## src/rtl/alu_issue_stage_if.sv

```systemverilog
// Issue-stage bus: upstream decode/regfile beat in, decoded ALU beat out to EX.
interface alu_issue_stage_if #(
    parameter int unsigned XLEN = 32
);
    // Upstream beat
    logic            in_valid;
    logic            in_ready;
    logic [31:0]     instr;
    logic [XLEN-1:0] rs1_data;
    logic [XLEN-1:0] rs2_data;
    logic            flush;

    // Downstream beat toward EX
    logic            out_valid;
    logic            out_ready;
    logic [2:0]      Control_Line;
    logic [XLEN-1:0] SrcA;
    logic [XLEN-1:0] SrcB;
    logic [4:0]      rd;
    logic            reg_write;
    logic [1:0]      mem_op;
    logic [XLEN-1:0] store_data;
    logic            illegal;

    // Issue stage side
    modport master (
        input  in_valid, instr, rs1_data, rs2_data, flush, out_ready,
        output in_ready, out_valid, Control_Line, SrcA, SrcB, rd,
               reg_write, mem_op, store_data, illegal
    );

    // Environment side (decode/regfile + EX)
    modport slave (
        output in_valid, instr, rs1_data, rs2_data, flush, out_ready,
        input  in_ready, out_valid, Control_Line, SrcA, SrcB, rd,
               reg_write, mem_op, store_data, illegal
    );
endinterface

```

## src/rtl/alu_issue_stage.sv

```systemverilog
// ID/EX issue stage: decodes one instruction into ALU op/operands and registers
// it as a single-entry valid/ready pipeline slot toward EX.
module alu_issue_stage #(
    parameter int unsigned XLEN     = 32,
    parameter bit          FLUSH_IN = 1'b1
) (
    input  logic               clk,
    input  logic               reset,
    alu_issue_stage_if.master  bus
);
    localparam int unsigned IMM_W  = 12;
    localparam int unsigned EXT_W  = XLEN - IMM_W;

    localparam logic [6:0] OP_R      = 7'b0110011;
    localparam logic [6:0] OP_I      = 7'b0010011;
    localparam logic [6:0] OP_LOAD   = 7'b0000011;
    localparam logic [6:0] OP_STORE  = 7'b0100011;
    localparam logic [6:0] OP_BRANCH = 7'b1100011;

    localparam logic [2:0] ALU_ADD = 3'b000;
    localparam logic [2:0] ALU_SUB = 3'b001;
    localparam logic [2:0] ALU_AND = 3'b010;
    localparam logic [2:0] ALU_OR  = 3'b011;
    localparam logic [2:0] ALU_SLT = 3'b100;
    localparam logic [2:0] ALU_XOR = 3'b101;

    localparam logic [1:0] MEM_NONE  = 2'b00;
    localparam logic [1:0] MEM_LOAD  = 2'b01;
    localparam logic [1:0] MEM_STORE = 2'b10;

    logic [6:0]      opcode;
    logic [2:0]      f3;
    logic            f7b;
    logic [4:0]      rd_idx;
    logic [XLEN-1:0] imm_i;
    logic [XLEN-1:0] imm_s;
    logic            unused_instr_bits;

    assign opcode = bus.instr[6:0];
    assign f3     = bus.instr[14:12];
    assign f7b    = bus.instr[30];
    assign rd_idx = bus.instr[11:7];
    assign imm_i  = {{EXT_W{bus.instr[31]}}, bus.instr[31:20]};
    assign imm_s  = {{EXT_W{bus.instr[31]}}, bus.instr[31:25], bus.instr[11:7]};
    // rs1 index field is resolved upstream by the register file
    assign unused_instr_bits = ^bus.instr[19:15];

    // Decoded beat, valid only when a load happens
    logic [2:0]      dec_ctrl;
    logic [XLEN-1:0] dec_srca;
    logic [XLEN-1:0] dec_srcb;
    logic            dec_reg_write;
    logic [1:0]      dec_mem_op;
    logic [XLEN-1:0] dec_store_data;
    logic            dec_illegal;
    logic [2:0]      f3_ctrl;
    logic            f3_ok;

    // Register/immediate f3 function map shared by R- and I-type
    always_comb begin
        f3_ctrl = ALU_ADD;
        f3_ok   = 1'b1;
        case (f3)
            3'b000:  f3_ctrl = (opcode == OP_R && f7b) ? ALU_SUB : ALU_ADD;
            3'b111:  f3_ctrl = ALU_AND;
            3'b110:  f3_ctrl = ALU_OR;
            3'b010:  f3_ctrl = ALU_SLT;
            3'b100:  f3_ctrl = ALU_XOR;
            default: f3_ok   = 1'b0;
        endcase
    end

    // Instruction decode into ALU op, operands and side-band controls
    always_comb begin
        dec_ctrl       = ALU_ADD;
        dec_srca       = bus.rs1_data;
        dec_srcb       = '0;
        dec_reg_write  = 1'b0;
        dec_mem_op     = MEM_NONE;
        dec_store_data = '0;
        dec_illegal    = 1'b0;
        case (opcode)
            OP_R: begin
                dec_ctrl      = f3_ctrl;
                dec_srcb      = bus.rs2_data;
                dec_reg_write = 1'b1;
                dec_illegal   = ~f3_ok;
            end
            OP_I: begin
                dec_ctrl      = f3_ctrl;
                dec_srcb      = imm_i;
                dec_reg_write = 1'b1;
                dec_illegal   = ~f3_ok;
            end
            OP_LOAD: begin
                dec_srcb      = imm_i;
                dec_reg_write = 1'b1;
                dec_mem_op    = MEM_LOAD;
            end
            OP_STORE: begin
                dec_srcb       = imm_s;
                dec_mem_op     = MEM_STORE;
                dec_store_data = bus.rs2_data;
            end
            OP_BRANCH: begin
                dec_ctrl = ALU_SUB;
                dec_srcb = bus.rs2_data;
            end
            default: dec_illegal = 1'b1;
        endcase
        // Unsupported encodings go to EX as a harmless no-op
        if (dec_illegal) begin
            dec_ctrl       = ALU_ADD;
            dec_srca       = '0;
            dec_srcb       = '0;
            dec_reg_write  = 1'b0;
            dec_mem_op     = MEM_NONE;
            dec_store_data = '0;
        end
        if (rd_idx == 5'd0) begin
            dec_reg_write = 1'b0;
        end
    end

    logic            valid_q, valid_d;
    logic [2:0]      ctrl_q, ctrl_d;
    logic [XLEN-1:0] srca_q, srca_d;
    logic [XLEN-1:0] srcb_q, srcb_d;
    logic [4:0]      rd_q, rd_d;
    logic            reg_write_q, reg_write_d;
    logic [1:0]      mem_op_q, mem_op_d;
    logic [XLEN-1:0] store_data_q, store_data_d;
    logic            illegal_q, illegal_d;
    logic            take;
    logic            capture;

    assign bus.in_ready = ~valid_q | bus.out_ready;
    assign take         = bus.in_valid & bus.in_ready;
    // With FLUSH_IN set, a redirect also kills the beat arriving this cycle
    assign capture      = take & ~(bus.flush & FLUSH_IN);

    // Slot next state: capture wins, otherwise flush or consume empties the slot
    always_comb begin
        valid_d      = valid_q;
        ctrl_d       = ctrl_q;
        srca_d       = srca_q;
        srcb_d       = srcb_q;
        rd_d         = rd_q;
        reg_write_d  = reg_write_q;
        mem_op_d     = mem_op_q;
        store_data_d = store_data_q;
        illegal_d    = illegal_q;
        if (capture) begin
            valid_d      = 1'b1;
            ctrl_d       = dec_ctrl;
            srca_d       = dec_srca;
            srcb_d       = dec_srcb;
            rd_d         = rd_idx;
            reg_write_d  = dec_reg_write;
            mem_op_d     = dec_mem_op;
            store_data_d = dec_store_data;
            illegal_d    = dec_illegal;
        end else if (bus.flush || bus.out_ready) begin
            valid_d = 1'b0;
        end
    end

    // Slot registers, synchronous reset
    always_ff @(posedge clk) begin
        if (reset) begin
            valid_q      <= 1'b0;
            ctrl_q       <= '0;
            srca_q       <= '0;
            srcb_q       <= '0;
            rd_q         <= '0;
            reg_write_q  <= 1'b0;
            mem_op_q     <= '0;
            store_data_q <= '0;
            illegal_q    <= 1'b0;
        end else begin
            valid_q      <= valid_d;
            ctrl_q       <= ctrl_d;
            srca_q       <= srca_d;
            srcb_q       <= srcb_d;
            rd_q         <= rd_d;
            reg_write_q  <= reg_write_d;
            mem_op_q     <= mem_op_d;
            store_data_q <= store_data_d;
            illegal_q    <= illegal_d;
        end
    end

    assign bus.out_valid    = valid_q;
    assign bus.Control_Line = ctrl_q;
    assign bus.SrcA         = srca_q;
    assign bus.SrcB         = srcb_q;
    assign bus.rd           = rd_q;
    assign bus.reg_write    = reg_write_q;
    assign bus.mem_op       = mem_op_q;
    assign bus.store_data   = store_data_q;
    assign bus.illegal      = illegal_q;
endmodule

```

## src/flat_wrapper.sv

```systemverilog
// flat-port wrapper written by rule: the top's interface ports become plain ports
module alu_issue_stage_flat 
#(
    parameter int unsigned XLEN     = 32,
    parameter bit          FLUSH_IN = 1'b1
)
  (clk, reset, bus_in_valid, bus_instr, bus_rs1_data, bus_rs2_data, bus_flush, bus_out_ready, bus_in_ready, bus_out_valid, bus_Control_Line, bus_SrcA, bus_SrcB, bus_rd, bus_reg_write, bus_mem_op, bus_store_data, bus_illegal);
  alu_issue_stage_if #(.XLEN(XLEN)) bus_i ();
  input  logic clk;
  input  logic reset;
  input wire logic [$bits(bus_i.in_valid)-1:0] bus_in_valid;
  input wire logic [$bits(bus_i.instr)-1:0] bus_instr;
  input wire logic [$bits(bus_i.rs1_data)-1:0] bus_rs1_data;
  input wire logic [$bits(bus_i.rs2_data)-1:0] bus_rs2_data;
  input wire logic [$bits(bus_i.flush)-1:0] bus_flush;
  input wire logic [$bits(bus_i.out_ready)-1:0] bus_out_ready;
  output wire logic [$bits(bus_i.in_ready)-1:0] bus_in_ready;
  output wire logic [$bits(bus_i.out_valid)-1:0] bus_out_valid;
  output wire logic [$bits(bus_i.Control_Line)-1:0] bus_Control_Line;
  output wire logic [$bits(bus_i.SrcA)-1:0] bus_SrcA;
  output wire logic [$bits(bus_i.SrcB)-1:0] bus_SrcB;
  output wire logic [$bits(bus_i.rd)-1:0] bus_rd;
  output wire logic [$bits(bus_i.reg_write)-1:0] bus_reg_write;
  output wire logic [$bits(bus_i.mem_op)-1:0] bus_mem_op;
  output wire logic [$bits(bus_i.store_data)-1:0] bus_store_data;
  output wire logic [$bits(bus_i.illegal)-1:0] bus_illegal;
  assign bus_i.in_valid = bus_in_valid;
  assign bus_i.instr = bus_instr;
  assign bus_i.rs1_data = bus_rs1_data;
  assign bus_i.rs2_data = bus_rs2_data;
  assign bus_i.flush = bus_flush;
  assign bus_i.out_ready = bus_out_ready;
  assign bus_in_ready = bus_i.in_ready;
  assign bus_out_valid = bus_i.out_valid;
  assign bus_Control_Line = bus_i.Control_Line;
  assign bus_SrcA = bus_i.SrcA;
  assign bus_SrcB = bus_i.SrcB;
  assign bus_rd = bus_i.rd;
  assign bus_reg_write = bus_i.reg_write;
  assign bus_mem_op = bus_i.mem_op;
  assign bus_store_data = bus_i.store_data;
  assign bus_illegal = bus_i.illegal;
  alu_issue_stage #(.XLEN(XLEN), .FLUSH_IN(FLUSH_IN)) u_core (.clk(clk), .reset(reset), .bus(bus_i));
endmodule
```

## config.mk

```make
export PLATFORM = sky130hd
export DESIGN_NAME = alu_issue_stage_flat
export DESIGN_NICKNAME = d
export VERILOG_FILES = /design/src/rtl/alu_issue_stage_if.sv /design/src/rtl/alu_issue_stage.sv /design/src/flat_wrapper.sv
export SDC_FILE = /design/constraint.sdc
export NUM_CORES = 1
export LEC_CHECK = 0
export CAP_MARGIN = 30
export CORE_MARGIN = 4
export CORE_UTILIZATION = 39
export CTS_BUF_LIST = sky130_fd_sc_hd__clkbuf_4 sky130_fd_sc_hd__clkbuf_8 sky130_fd_sc_hd__clkbuf_16
export DETAILED_ROUTE_END_ITERATION = 16
export GPL_TIMING_DRIVEN = 0
export PLACE_DENSITY = 0.9
export SLEW_MARGIN = 20
export SYNTH_ARGS = -nofsm -noshare
export SYNTH_HDL_FRONTEND = slang
export SYNTH_SLANG_ARGS = --single-unit
export TNS_END_PERCENT = 30
```

## constraint.sdc

```tcl
create_clock -name clk -period 2.2 [get_ports clk]
set_clock_uncertainty 0.15 [all_clocks]
set_input_delay 0.55 -clock clk [delete_from_list [all_inputs] [get_ports clk]]
set_output_delay 0.55 -clock clk [all_outputs]
set_load 0.005 [all_outputs]
```

==> out/metrics.yaml <==
global_route:
  grt_start_max_net_pins: 20
  grt_remaining_overflow: 0
  grt_use_total_pct: 22.17
  antenna_found_initial: 0
  grt_pass1_vias: 3976
  grt_first_pass_wirelength_microns: 20490
setup_path:
  crit_path_end_kind: "flop"
  cp_max_fo: 10
  required_ns: 2.35
  path_class: "primary input to flop"
  cp-start-kind: "primary input"
  cp.arrival_ns: 2.29
logic_synthesis:
  synthFlopType: "dfxtp_1"
  ys_warn_count: 0
  syn_avg_cell_area_sq_um: 11.24
  syn_inst: 346
  seq_area_frac_synth_pct: 56.13
  synthesis.nets: 447
  synth.distinct_cells: 41
  synth_edf_count: 0
  syn_area_sq_um: 3887
  yosys_register_bits: 109
  async_flop_share_pct: 0
route:
  vias: 3734
  dr.pass1.iters: 4
  wl_per_cell_microns: 18.60
  ant_nets: 0
  drt_iter0_markers: 206
  wl_microns: 13020
  viasPerCell: 5.334
  drc: 0
pwr:
  power.leakage_nw: 2.313
  power_density_nw_per_um2: 556.4
  clkPwrFrac_pct: 33.0
  netSwitchingFraction_pct: 25.03
  internal-power_mw: 2.643
  seqPwrFrac_pct: 56.4
  p_switching_mw: 0.8825
  ir_worst_vdd_mv: 0.4043
  combPwrFrac_pct: 10.6
cts:
  clkTransAtPathRegs_ns: 0.11
  cts.sinks: 109
  htreeDepth: 3
  clkLatencyLatePin_ns: 0.35
  cts_made_buffers: 9
  cts_hold_buf: 0
  cts_tree: "built"
  cts-root-buf: "clkbuf_8"
  clock_path_buffers: 2
sta:
  grt_setup_unrepaired: "yes"
  worst_pin_slew_ns: 0.5435
  setup_tns_ns: 0
  timing.final.crit_share_pct: 97.29
  final_max_slew_viol_count: 0
  hold_viol_final: 0
  fin_crit_ns: 2.140
  fmax_mhz: 467.2
  hold_ws_ns: 0.3123
  setup_viol: 0
  max_slew_margin_pct: 63.77
place:
  place.port_buffers: 204
  dp_hpwl_microns: 10230
  dpl_cell_area_sq_um: 6096
  gp_congestion: 0.7954
  dp_cells: 683
die:
  die_area_sq_um: 11630
  rows: 36
  initial_core_util_pct: 39.96
  core_area_sq_um: 9729
  io_pins: 211
  die_h_microns: 107.8
  dieWidth_microns: 107.8
layout:
  drive_gt1_share_pct: 8.818
  fin_area_sq_um: 6336
  diodes: 0
  final_nets: 663
  final_cell_mix: "clkdlybuf4s50_1, dfxtp_1, a22o_1"
  instances_no_fill: 700
  syn_to_final_growth_pct: 62.99
  final_common_cell: "clkdlybuf4s50_1"
  fin_util_pct: 65.12
worst_hold_path:
  hp-class: "flop to flop"
run_status:
  outcome: "finished clean"
job:
  drv_cap: 0
-- area by class of cell --
cell class	count	area, sq um
inverters	3	11.26
clock inverters	6	56.30
multi-input cells	203	1564
well taps	133	166.4
plain buffers	31	173.9
repair buffers	205	2051
flip-flops and latches	109	2182
clock buffers	10	131.4
fillers	813	3393
-- through the flow --
step	setup WS [ns]	total power, mW
3_5_place_dp	-0.5652	2.396
2_1_floorplan	0.3497	2.145
6_report	0.05969	3.525
4_1_cts	0.04910	3.557
3_3_place_gp	-0.5079	2.384
5_1_grt	-0.02716	3.664
-- power by group through the flow --
stage               clock [mW]  combinational [mW]  sequential (mW)
floorplan                    0               0.113             2.03
global placement             0               0.353             2.03
detailed placement           0               0.363             2.03
CTS                       1.20               0.367             1.99
global route              1.28               0.399             1.99
finish                    1.16               0.374             1.99
-- repair_timing --
action	in CTS	in global routing
setup endpoints to repair	54	70
pin swaps	0	1
gates resized for setup	4	14
setup buffers	1	0
-- Yosys cell counts, types with 2 or more instances --
cell | instances | area, sq um
nor2b_1 | 2 | 12.51
nor2_1 | 2 | 7.510
o211ai_1 | 2 | 15.01
o21ai_0 | 6 | 30.03
a22o_1 | 70 | 613.1
inv_1 | 3 | 11.26
buf_2 | 12 | 60.06
clkbuf_1 | 13 | 48.80
nand2_1 | 13 | 48.80
o2bb2ai_1 | 28 | 245.2
nand2b_1 | 2 | 12.51
a22oi_1 | 6 | 45.04
xor2_1 | 2 | 17.52
dfxtp_1 | 109 | 2182
buf_6 | 3 | 33.78
a21oi_1 | 29 | 145.1
mux2i_1 | 5 | 50.05
a31oi_1 | 5 | 31.28
nand3_1 | 2 | 10.01
and3_1 | 4 | 25.02
buf_4 | 3 | 22.52
nor3b_1 | 6 | 45.04
-- worst paths after layout --
check                                                  end                  startpoint  cells after the start  slack, ns
worst max-delay path                   u_core.bus.SrcA[22]                       reset                      6       0.06
worst max register to register         u_core.bus.SrcA[22]        u_core.bus.out_valid                      7       0.21
worst min-delay path            u_core.bus.Control_Line[1]  u_core.bus.Control_Line[1]                      2       0.31
worst min register to register  u_core.bus.Control_Line[1]  u_core.bus.Control_Line[1]                      2       0.31
-- flip-flops by register name (all words and copies together), names as in the netlist --
| register | count |
|---|---|
| u_core.bus.mem_op | 2 |
| u_core.bus.reg_write | 1 |
| u_core.bus.out_valid | 1 |
| u_core.bus.SrcA | 32 |
| u_core.bus.rd | 5 |
| u_core.bus.illegal | 1 |
| u_core.bus.SrcB | 32 |
| u_core.bus.Control_Line | 3 |
| u_core.bus.store_data | 32 |
-- worst max-delay path, stage by stage --
cell	delay [ns]
clkdlybuf4s50_1	0.52
nor4b_4	0.40
and4_2	0.34
buf_4	0.20
buf_6	0.15
a22o_1	0.13
-- logic make-up (layout without fill, tap and decap cells) --
group | Yosys count | count (layout) | share of synthesized area [%]
AO/OA/AOI/OAI | 152 | 152 | 30.16
AND/OR/NAND/NOR | 44 | 44 | 7.435
buffers and inverters | 34 | 255 | 4.538
multiplexers | 5 | 5 | 1.287
XOR/XNOR | 2 | 2 | 0.4507
flip-flops | 109 | 109 | 56.13
-- metal layers --
metal  global-route usage, %  wire (microns)
met5                       0               0
met4                   8.656             393
met3                   5.939            1060
met2                   38.68            6427
met1                   25.75            5140
No activity file was read; power rests on OpenSTA's default activity.
